[src/rtl/seq_mult_ovf.sv]
// Sequential shift-add multiplier with overflow detection, signed or unsigned.
// One iteration per cycle over WIDTH cycles; registered result, flag and completion pulse.
module seq_mult_ovf #(
  parameter int WIDTH  = 32,
  parameter int SIGNED = 1
) (
  input  logic             clock,
  input  logic             reset,
  input  logic             ctrl_MULT,
  input  logic [WIDTH-1:0] data_operandA,
  input  logic [WIDTH-1:0] data_operandB,
  output logic [WIDTH-1:0] data_result,
  output logic             data_exception,
  output logic             data_resultRDY,
  output logic             busy
);

  localparam int CW = $clog2(WIDTH + 1);
  localparam int PW = 2 * WIDTH;

  typedef enum logic [1:0] {IDLE, RUN, DONE} state_t;

  state_t          state;
  logic [CW-1:0]   cnt;
  logic [PW-1:0]   mcand;
  logic [PW-1:0]   prod;
  logic [WIDTH-1:0] mplier;

  logic            a_sign;
  logic            start_ok;
  logic            last;
  logic [PW-1:0]   addend;
  logic [PW-1:0]   prod_next;
  logic            ovf;

  always_comb begin
    a_sign    = (SIGNED != 0) && data_operandA[WIDTH-1];
    start_ok  = ctrl_MULT && (state != RUN);
    last      = (cnt == CW'(WIDTH - 1));
    addend    = mplier[0] ? mcand : '0;
    // The multiplier MSB carries weight -2^(WIDTH-1) in signed mode.
    prod_next = ((SIGNED != 0) && last) ? (prod - addend) : (prod + addend);
    if (SIGNED != 0)
      ovf = !((&prod[PW-1:WIDTH-1]) || !(|prod[PW-1:WIDTH-1]));
    else
      ovf = |prod[PW-1:WIDTH];
  end

  always_ff @(posedge clock) begin
    if (reset) begin
      state          <= IDLE;
      cnt            <= '0;
      mcand          <= '0;
      mplier         <= '0;
      prod           <= '0;
      data_result    <= '0;
      data_exception <= 1'b0;
      data_resultRDY <= 1'b0;
      busy           <= 1'b0;
    end else begin
      data_resultRDY <= 1'b0;
      case (state)
        RUN: begin
          if (cnt == CW'(WIDTH)) begin
            state          <= DONE;
            data_result    <= prod[WIDTH-1:0];
            data_exception <= ovf;
            data_resultRDY <= 1'b1;
            busy           <= 1'b0;
          end else begin
            prod   <= prod_next;
            mcand  <= mcand << 1;
            mplier <= mplier >> 1;
            cnt    <= cnt + CW'(1);
          end
        end
        default: begin
          if (start_ok) begin
            state  <= RUN;
            mcand  <= {{WIDTH{a_sign}}, data_operandA};
            mplier <= data_operandB;
            prod   <= '0;
            cnt    <= '0;
            busy   <= 1'b1;
          end else begin
            state <= IDLE;
          end
        end
      endcase
    end
  end

endmodule
[config.mk]
export PLATFORM = sky130hd
export DESIGN_NAME = seq_mult_ovf
export DESIGN_NICKNAME = d
export VERILOG_FILES = /design/src/rtl/seq_mult_ovf.sv
export SDC_FILE = /design/constraint.sdc
export NUM_CORES = 1
export LEC_CHECK = 0
export ABC_AREA = 1
export CAP_MARGIN = 25
export CORE_MARGIN = 4
export CORE_UTILIZATION = 54
export DETAILED_ROUTE_END_ITERATION = 7
export PLACE_DENSITY = 0.74
export SLEW_MARGIN = 20
export SYNTH_ARGS = -nofsm -noshare
export SYNTH_HDL_FRONTEND = slang
export SYNTH_SLANG_ARGS = --single-unit
export TNS_END_PERCENT = 5
[constraint.sdc]
create_clock -name clock -period 3.7 [get_ports clock]
set_input_delay 0.74 -clock clock [delete_from_list [all_inputs] [get_ports clock]]
set_output_delay 0.74 -clock clock [all_outputs]
set_load 0.05 [all_outputs]
==> reports/results.tsv, run 1 <==
metric	value	unit
status	complete, no violations	
crit_start	mplier[0]	
cp.required	4.11	ns
period_share	98.5	%
areaGrowthSynthToFinish	37.4	%
intPower	5.97	mW
cts.hold.buffers_added	0	
final_hold_viol_count	0	
routabilityCongestion	1.08	
cts_made_buffers	24	
wl_met3	4.99	mm
htreeDepth	1	
dpl.hpwl	41.8	mm
ff2ff_path_depth	25	
syn_nets	2696	
max_cap_violations	0	
cp-end-kind	flip-flop	
top_layer_used	met4	
worstPathArrival	4.05	ns
worst_pin_slew	1.07	ns
max_freq	274	MHz
antenna_found_initial	0	
fp.coreArea	27800	um2
hp-class	reg2reg	
switchingPower	4.13	mW
ys.flop_type	dfxtp_1	
num_antenna_cells	0	
peakVddDrop	0.417	mV
vias	18100	
cp_common_cell	nand2_1	
critical_path_class	reg2reg	
fin_skew	0.0147	ns
cts_tree	built	
fin_util	75.3	%
drt-vias-per-instance	5.57	
endpoint	prod[62]	
io_buffers	101	
initial_core_util	54.8	%
final_antenna_net_count	0	
synth_area	15200	um2
pwr-share-clk	26.0	%
synth-warning-count	0	
finalNetCount	2993	
p_seq_share	25.9	%
row_count	61	
switching_share	40.8	%
cpPeakStageDelay	0.42	ns
ys_types	47	
root_buffer	clkbuf_16	
clock_latency	0.55	ns
crit-reg2reg-launch	mplier[0]	
min_period	3.65	ns
r2r_setup_slack	0.05	ns
drt_iter0_markers	1788	
grt_usage	33.3	%
ios	102	
setup_violations	0	
rsz0062_at_grt	true	
fin_area	20900	um2
clockBufferDepth	3	
ys_seq_area_share	26.7	%
dr.pass1.iters	7	
leakagePower	10.1	nW
wl_met1	23.5	mm
power.density	483	nW/um2
avgRoutedWirePerCell	17.1	um
cp-start-kind	flip-flop	
relSlewSlack	28.7	%
synth_edf_count	0	
comb_power_share	48.1	%
crit_cells	25	
synth_seq_cells	203	
final_max_slew_viol_count	0	
grt_pass1_vias	16500	
clk_pin_slew	0.07	ns
dpl_cell_area	18200	um2
setup_tns	0	ns
r2r_end	prod[62]	
wl_met2	24.7	mm
path_buf_inv	5	
die_h	176	um
grt_overflow	0	
layout-drive-gt1-share	24.9	%
critPathSlowestCell	dfxtp_4	
dieWidth	176	um
drc_errors	0	
wirelength	55.6	mm
async_flop_share	0	%
dieArea	31000	um2
cp_top_family	simple AND/OR/NAND/NOR gates	
min_path_cells	2	
grt_pass1_wl	84.5	mm
cp_max_fo	8	
grt_max_degree	160	
synthCells	2562	
syn_avg_cell_area	5.95	um2
cts.sinks	203	
power by group through the flow:
stage	Clock [mW]	Combinational, mW	Sequential (mW)
5_1_grt	2.74	5.27	2.63
6_report	2.63	4.86	2.61
3_3_place_gp	0	3.98	2.62
2_1_floorplan	0	2.46	2.56
4_1_cts	2.65	4.09	2.58
3_5_place_dp	0	4.05	2.62
metrics by stage:
step                      hold slack (ns)  std cells  setup WS, ns  power, mW
final                               0.467       3255        0.0548       10.1
after CTS                           0.470       3234       -0.0496       9.31
after global routing                0.489       3255        -0.127       10.6
after global placement              0.453       3190        -0.112       6.60
after floorplan                     0.441       2562         0.400       5.01
after detailed placement            0.461       3190        -0.164       6.67
state kept, by name, indices dropped and copies added, names as in the netlist:
| register | flops |
|---|---|
| data_resultRDY | 1 |
| state | 2 |
| busy | 1 |
| mplier | 32 |
| data_exception | 1 |
| prod | 64 |
| data_result | 32 |
| mcand | 64 |
| cnt | 6 |
cells in the final DEF, fill, tap and decap left out, types with 6 or more instances in the layout:
master,count
nand3_2,13
nor3_1,18
nor3_2,8
a21oi_1,102
nand2_2,94
o21ai_2,10
nor4_1,12
ha_4,21
ha_2,8
inv_1,276
inv_2,31
buf_4,246
nor2_2,56
nand3b_1,8
a21oi_4,6
clkbuf_16,25
nand3_1,133
nor3_4,7
clkbuf_8,6
nor2_4,26
dfxtp_1,200
or2_2,17
nand4_1,29
a31oi_1,96
xor2_1,42
nand2_1,797
nor2_1,116
buf_6,10
ha_1,37
nand2_4,31
o21ai_1,24
xnor2_1,19
o21ai_0,126
clkdlybuf4s50_1,100
a21oi_2,51
area by class of cell:
| class | count | area, um2 |
|---|---|---|
| multi-input cells | 1952 | 11200 |
| fillers | 2337 | 6860 |
| flip-flops and latches | 203 | 4070 |
| repair buffers | 367 | 3150 |
| inverters | 311 | 1170 |
| clock buffers | 32 | 691 |
| well taps | 378 | 473 |
| clock inverters | 12 | 193 |
tightest hold or removal path: stages, from the launching register on:
cell,delay [ns]
dfxtp_1,0.31
nand2_1,0.06
a21oi_1,0.05
routing by layer:
layer / vias to the layer above / GRT usage [%]
met2: 842 / 53.5
li1: 8867 / -
met3: 147 / 5.63
met4: 0 / 10.4
met5: - / 0
met1: 8287 / 46.1
timing repair:
action / 4_1_cts / 5_1_grt
setup endpoints to repair: 18 / 49
resized for setup: 23 / 435
setup buffers: 0 / 19
gates cloned: 0 / 1
pin swaps: 1 / 111
how the worst min path moves through the flow:
stage / to / startpoint / slack (ns)
after CTS: mplier[31] / mplier[31] / 0.47
after global placement: data_result[3] / data_result[3] / 0.45
after global routing: data_result[22] / data_result[22] / 0.49
after floorplan: data_result[2] / prod[2] / 0.44
final: mplier[31] / mplier[31] / 0.47
after detailed placement: mplier[31] / mplier[31] / 0.46
cell families after synthesis:
| logic type | synth area share (%) |
|---|---|
| compound gates | 15.8 |
| xor+xnor | 3.85 |
| fa+ha+maj | 5.55 |
| simple gates | 37.8 |
| buf+inv | 10.4 |
| flops | 26.7 |
synthesized netlist by cell type (all sizes together), types with 33 or more instances:
cell type	count	area share (%)
xor2	46	2.6
inv	309	7.6
clkbuf	74	1.8
dfxtp	203	27
nand2	922	23
ha	66	5.4
a31oi	96	3.9
nor3	33	1.3
nor2	198	5.1
o21ai	162	5.5
a21oi	159	5.3
nand3	149	4.9
No activity file was read; power rests on OpenSTA's default activity.
==> run 2: changes to the inputs <==
- CORE_ASPECT_RATIO: unset -> 1.5
- DONT_BUFFER_PORTS: unset -> 1
- PLACE_DENSITY: 0.74 -> 0.69
==> run 2 against run 1 <==
  * Sequential power about the same
  * Sequential cell count unchanged
  * Critical path depth unchanged
  * Final cell count decreased by 7.5%
  * Clock power decreased by 17%
  * First-iteration DRC count decreased by 27%
  * Non-clock buffer count decreased by 206
  * Sequential share of layout area increased by 2.7 points
  * Core utilization decreased by 9.4 points
  * Combinational power decreased by 14%
  * Global-route usage decreased by 0.79 points
  * Worst hold slack got worse by 0.20 ns
  * Highest routed layer unchanged
==> reports/results.tsv, run 2 (synthesized netlist as in run 1, its figures left out) <==
metric	value	unit
status	complete, no violations	
drc_errors	0	
min_period	3.64	ns
dieArea	31000	um2
wirelength	52.9	mm
cp.required	4.12	ns
num_antenna_cells	0	
cts_made_buffers	22	
setup_violations	0	
max_freq	275	MHz
cp-start-kind	flip-flop	
clock_latency	0.54	ns
dieWidth	145	um
drt_iter0_markers	1306	
areaGrowthSynthToFinish	20.6	%
power	8.97	mW
avgRoutedWirePerCell	17.6	um
hp-class	in2reg	
worst_pin_slew	0.935	ns
drt-vias-per-instance	5.65	
path_buf_inv	5	
ios	102	
row_count	75	
die_h	214	um
cp_max_fo	9	
peakVddDrop	0.458	mV
finalNetCount	2785	
cts_tree	built	
cp-end-kind	flip-flop	
grt_pass1_wl	81.9	mm
layout_common_cells	nand2_1 (828), inv_1 (292), dfxtp_1 (202)	
relSlewSlack	37.6	%
leakagePower	8.81	nW
cts.sinks	203	
dr.pass1.iters	5	
power.density	488	nW/um2
clockBufferDepth	3	
dpl.hpwl	40.4	mm
setup_tns	0	ns
cts.hold.buffers_added	0	
layout-drive-gt1-share	19.5	%
initial_core_util	54.7	%
fp.coreArea	27900	um2
grt_usage	32.5	%
final_hold_viol_count	0	
routabilityCongestion	0.994	
critPathSlowestCell	dfxtp_4	
final_max_slew_viol_count	0	
vias	17000	
cpPeakStageDelay	0.38	ns
cp_top_family	simple AND/OR/NAND/NOR gates	
root_buffer	clkbuf_16	
rsz0062_at_grt	true	
top_regs	mcand: 64 flops, prod: 64 flops	
grt_pass1_vias	16200	
grt_max_degree	197	
final_common_cell	nand2_1	
grt_overflow	0	
period_share	98.3	%
antenna_found_initial	0	
fin_skew	0.0200	ns
final_antenna_net_count	0	
io_buffers	0	
htreeDepth	1	
clk_pin_slew	0.06	ns
critical_path_class	reg2reg	
worstPathArrival	4.06	ns
max_cap_violations	0	
[run 2: power breakdown]
part	total [mW]	switching, mW	internal (mW)
Clock	2.18	0.973	1.21
Combinational	4.19	2.59	1.60
Sequential	2.60	0.210	2.39
Total	8.97	3.77	5.20
[run 2: routing by layer]
metal	up-vias	GRT usage (%)	wire length, um
li1	8444	-	-
met5	-	0	0
met3	143	3.07	3060
met4	0	15.5	2760
met2	569	58.6	25500
met1	7864	39.4	21600
[run 2: final cells by class]
type | instances | area (um2)
Timing Repair Buffer | 161 | 1280
Clock buffer | 31 | 634
Multi-Input combinational cell | 1952 | 10700
Fill cell | 2624 | 9500
Sequential cell | 203 | 4070
Inverter | 311 | 1170
Clock inverter | 8 | 70.1
Tap cell | 346 | 433
[run 2: repair_timing]
item / in CTS / in global routing
endpoints found under the setup margin: 18 / 47
buffers inserted: 4 / 16
pin swaps: 7 / 66
resized for setup: 31 / 282
endpoints found under the hold margin: 0 / 0
[run 2: final timing paths]
path / start / to / slack [ns] / cells past startpoint
worst max-delay path: mplier[0] / prod[62] / 0.06 / 25
worst min-delay path: reset / prod[42] / 0.26 / 1
worst max register to register: mplier[0] / prod[62] / 0.06 / 25
worst min register to register: mplier[31] / mplier[31] / 0.46 / 2
[run 2: stage by stage]
step                      util, %  cells  setup WS, ns  hold slack [ns]  cell area, um2
final                        65.9   3012        0.0635            0.263           18400
after global placement       58.8   2953        -0.334            0.445           16400
after floorplan                 -   2562         0.400            0.441           15200
after CTS                    61.9   2996       -0.0408            0.256           17200
after detailed placement     58.8   2953        -0.361            0.456           16400
after global routing         65.9   3012        -0.201            0.248           18400
==> run 3: changes to the inputs <==
- PLACE_DENSITY: 0.69 -> 0.72
- clock period: 3.7 -> 3.3 ns (I/O delays scaled with it)
==> run 3 against run 2 <==
  * Register-to-register slack worse by 0.36 ns
  * The run now ends with negative setup slack left
  * Largest cell class unchanged
  * Clock-buffer cell count is 2 lower
  * Non-clock buffer count increased by 242
  * Highest routed layer unchanged
  * Critical endpoint is now prod[42]
  * Combinational power grew 42%
  * Critical path depth stayed put
  * First-iteration DRC count fell by 2.1%
  * Largest power group unchanged
  * Setup slack got worse by 0.36 ns
==> reports/results.tsv, run 3 (synthesized netlist as in run 1, its figures left out) <==
metric	value	unit
status	finished, violations left	
violations	negative setup slack	
min_period	3.60	ns
cp-start-kind	flip-flop	
max_cap_violations	0	
layout-drive-gt1-share	29.4	%
top_regs	mcand: 64 flops, prod: 64 flops	
fp.coreArea	27900	um2
cts_tree	built	
root_buffer	clkbuf_16	
drc_errors	0	
die_h	214	um
intPower	6.84	mW
dieWidth	145	um
dpl.hpwl	41.9	mm
antenna_found_initial	0	
rsz0062_at_grt	true	
period_share	109	%
grt_pass1_wl	86.0	mm
clock_latency	0.53	ns
switching_share	40.4	%
grt_pass1_vias	17400	
fin_skew	0.0109	ns
leakagePower	10.2	nW
grt_max_degree	134	
drt-vias-per-instance	5.60	
use_met3	3.42	%
cp.required	3.76	ns
cp-end-kind	flip-flop	
cts_made_buffers	22	
grt.busiest_layer	met2	
cp_max_fo	7	
io_buffers	0	
placed_cells	3194	
setup_violations	50	
final_antenna_net_count	0	
dr.pass1.iters	6	
ios	102	
vias	18200	
row_count	75	
areaGrowthSynthToFinish	36.9	%
layout_common_cells	nand2_1 (795), buf_4 (383), inv_1 (276)	
timing.final.ws_setup	-0.296	ns
finalNetCount	3027	
critical_path_class	reg2reg	
comb_power_share	51.8	%
fin_util	74.8	%
max_freq	278	MHz
final_common_cell	nand2_1	
peakVddDrop	0.560	mV
clockBufferDepth	3	
routabilityCongestion	1.01	
hp-class	in2reg	
relSlewSlack	39.5	%
switchingPower	4.63	mW
final_hold_viol_count	0	
use_met2	60.7	%
wirelength	55.9	mm
dieArea	31000	um2
final_max_slew_viol_count	0	
avgRoutedWirePerCell	17.2	um
pwr-share-clk	22.8	%
htreeDepth	1	
cts.sinks	203	
clk_pin_slew	0.07	ns
grt_usage	33.9	%
cts.hold.buffers_added	0	
initial_core_util	54.7	%
drt_iter0_markers	1279	
worstPathArrival	4.06	ns
p_seq_share	25.4	%
num_antenna_cells	0	
final_cells	3255	
power.density	550	nW/um2
fillerInstances	2333	
grt_overflow	0	
met1_usage	40.0	%
worst_pin_slew	0.908	ns
==> run 3: cell types whose count changed in the layout (fill, tap and decap cells not counted), moves of 5 or more <==
cell     before  now
buf_4       154  383
buf_6         1    9
ha_1         40   33
ha_4         20   26
inv_1       292  276
inv_2        15   31
nand2_1     828  795
nand2_2      88  103
nand2_4       6   22
nor2_1      123  112
nor2_4       19   30
nor3_1       17   12
o21ai_0     134  124
o21ai_1      19   24
==> run 3: area by class of cell <==
| type | count | area, um2 | share of cell area [%] |
|---|---|---|---|
| clock buffer | 29 | 628 | 3.01 |
| clock inverter | 11 | 124 | 0.594 |
| inverter | 311 | 1170 | 5.60 |
| multi-input combinational | 1952 | 11200 | 53.8 |
| sequential | 203 | 4070 | 19.5 |
| tap | 346 | 433 | 2.08 |
| timing repair buffer | 403 | 3210 | 15.4 |
==> run 3: path summary, 6_finish.rpt <==
| kind | slack [ns] | endpoint | cells after the start | start |
|---|---|---|---|---|
| setup / recovery | -0.30 | prod[42] | 25 | mplier[0] |
| hold / removal | 0.18 | prod[39] | 1 | reset |
| setup reg to reg | -0.30 | prod[42] | 25 | mplier[0] |
| hold reg to reg | 0.47 | mplier[31] | 2 | mplier[31] |
==> run 3: power groups by stage <==
stage	clock network, mW	logic, mW	registers (mW)
finish	2.61	5.94	2.92
global route	2.75	6.41	2.94
CTS	2.65	5.33	2.89
floorplan	0	2.76	2.86
global placement	0	4.89	2.92
detailed placement	0	4.97	2.93
==> run 3: worst max-delay path, cell delays in order (launching register included) <==
cell       delay [ns]
dfxtp_4          0.40
clkbuf_16        0.18
nand2_4          0.08
nand2_4          0.07
nor2_4           0.12
nand2_4          0.08
nor2_4           0.12
nand2_2          0.09
o21ai_4          0.21
buf_6            0.15
o21ai_0          0.10
xor2_1           0.22
ha_1             0.30
buf_4            0.16
nand2_1          0.07
inv_2            0.06
a21oi_2          0.19
buf_4            0.15
o21bai_4         0.05
nand2_1          0.07
nand2_2          0.11
inv_1            0.10
nand3_1          0.08
nand2_1          0.08
nand3_2          0.10
a21oi_2          0.15
==> run 3: timing repair <==
item / in CTS / in global routing
pin swaps: 44 / 108
setup endpoints to repair: 51 / 54
gates cloned: 0 / 2
gates resized for setup: 170 / 287
buffers inserted: 8 / 11
==> run 3: metal layers <==
layer	up-vias	share of wire, %
met5	-	0
met4	0	6.8
met3	216	6.0
met2	654	48
met1	8423	39
li1	8929	-
==> run 3: per-stage QoR <==
| stage | total power [mW] | setup TNS [ns] | hold WS [ns] | worst slack [ns] | cell area (um2) |
|---|---|---|---|---|---|
| 6_report | 11.5 | -8.47 | 0.185 | -0.296 | 20900 |
| 5_1_grt | 12.1 | -18.35 | 0.174 | -0.496 | 20900 |
| 4_1_cts | 10.9 | -8.78 | 0.196 | -0.313 | 19700 |
| 3_5_place_dp | 7.90 | -16.11 | 0.458 | -0.628 | 18200 |
| 3_3_place_gp | 7.82 | -13.67 | 0.450 | -0.592 | 18200 |
| 2_1_floorplan | 5.62 | 0 | 0.441 | 0.0770 | 15200 |
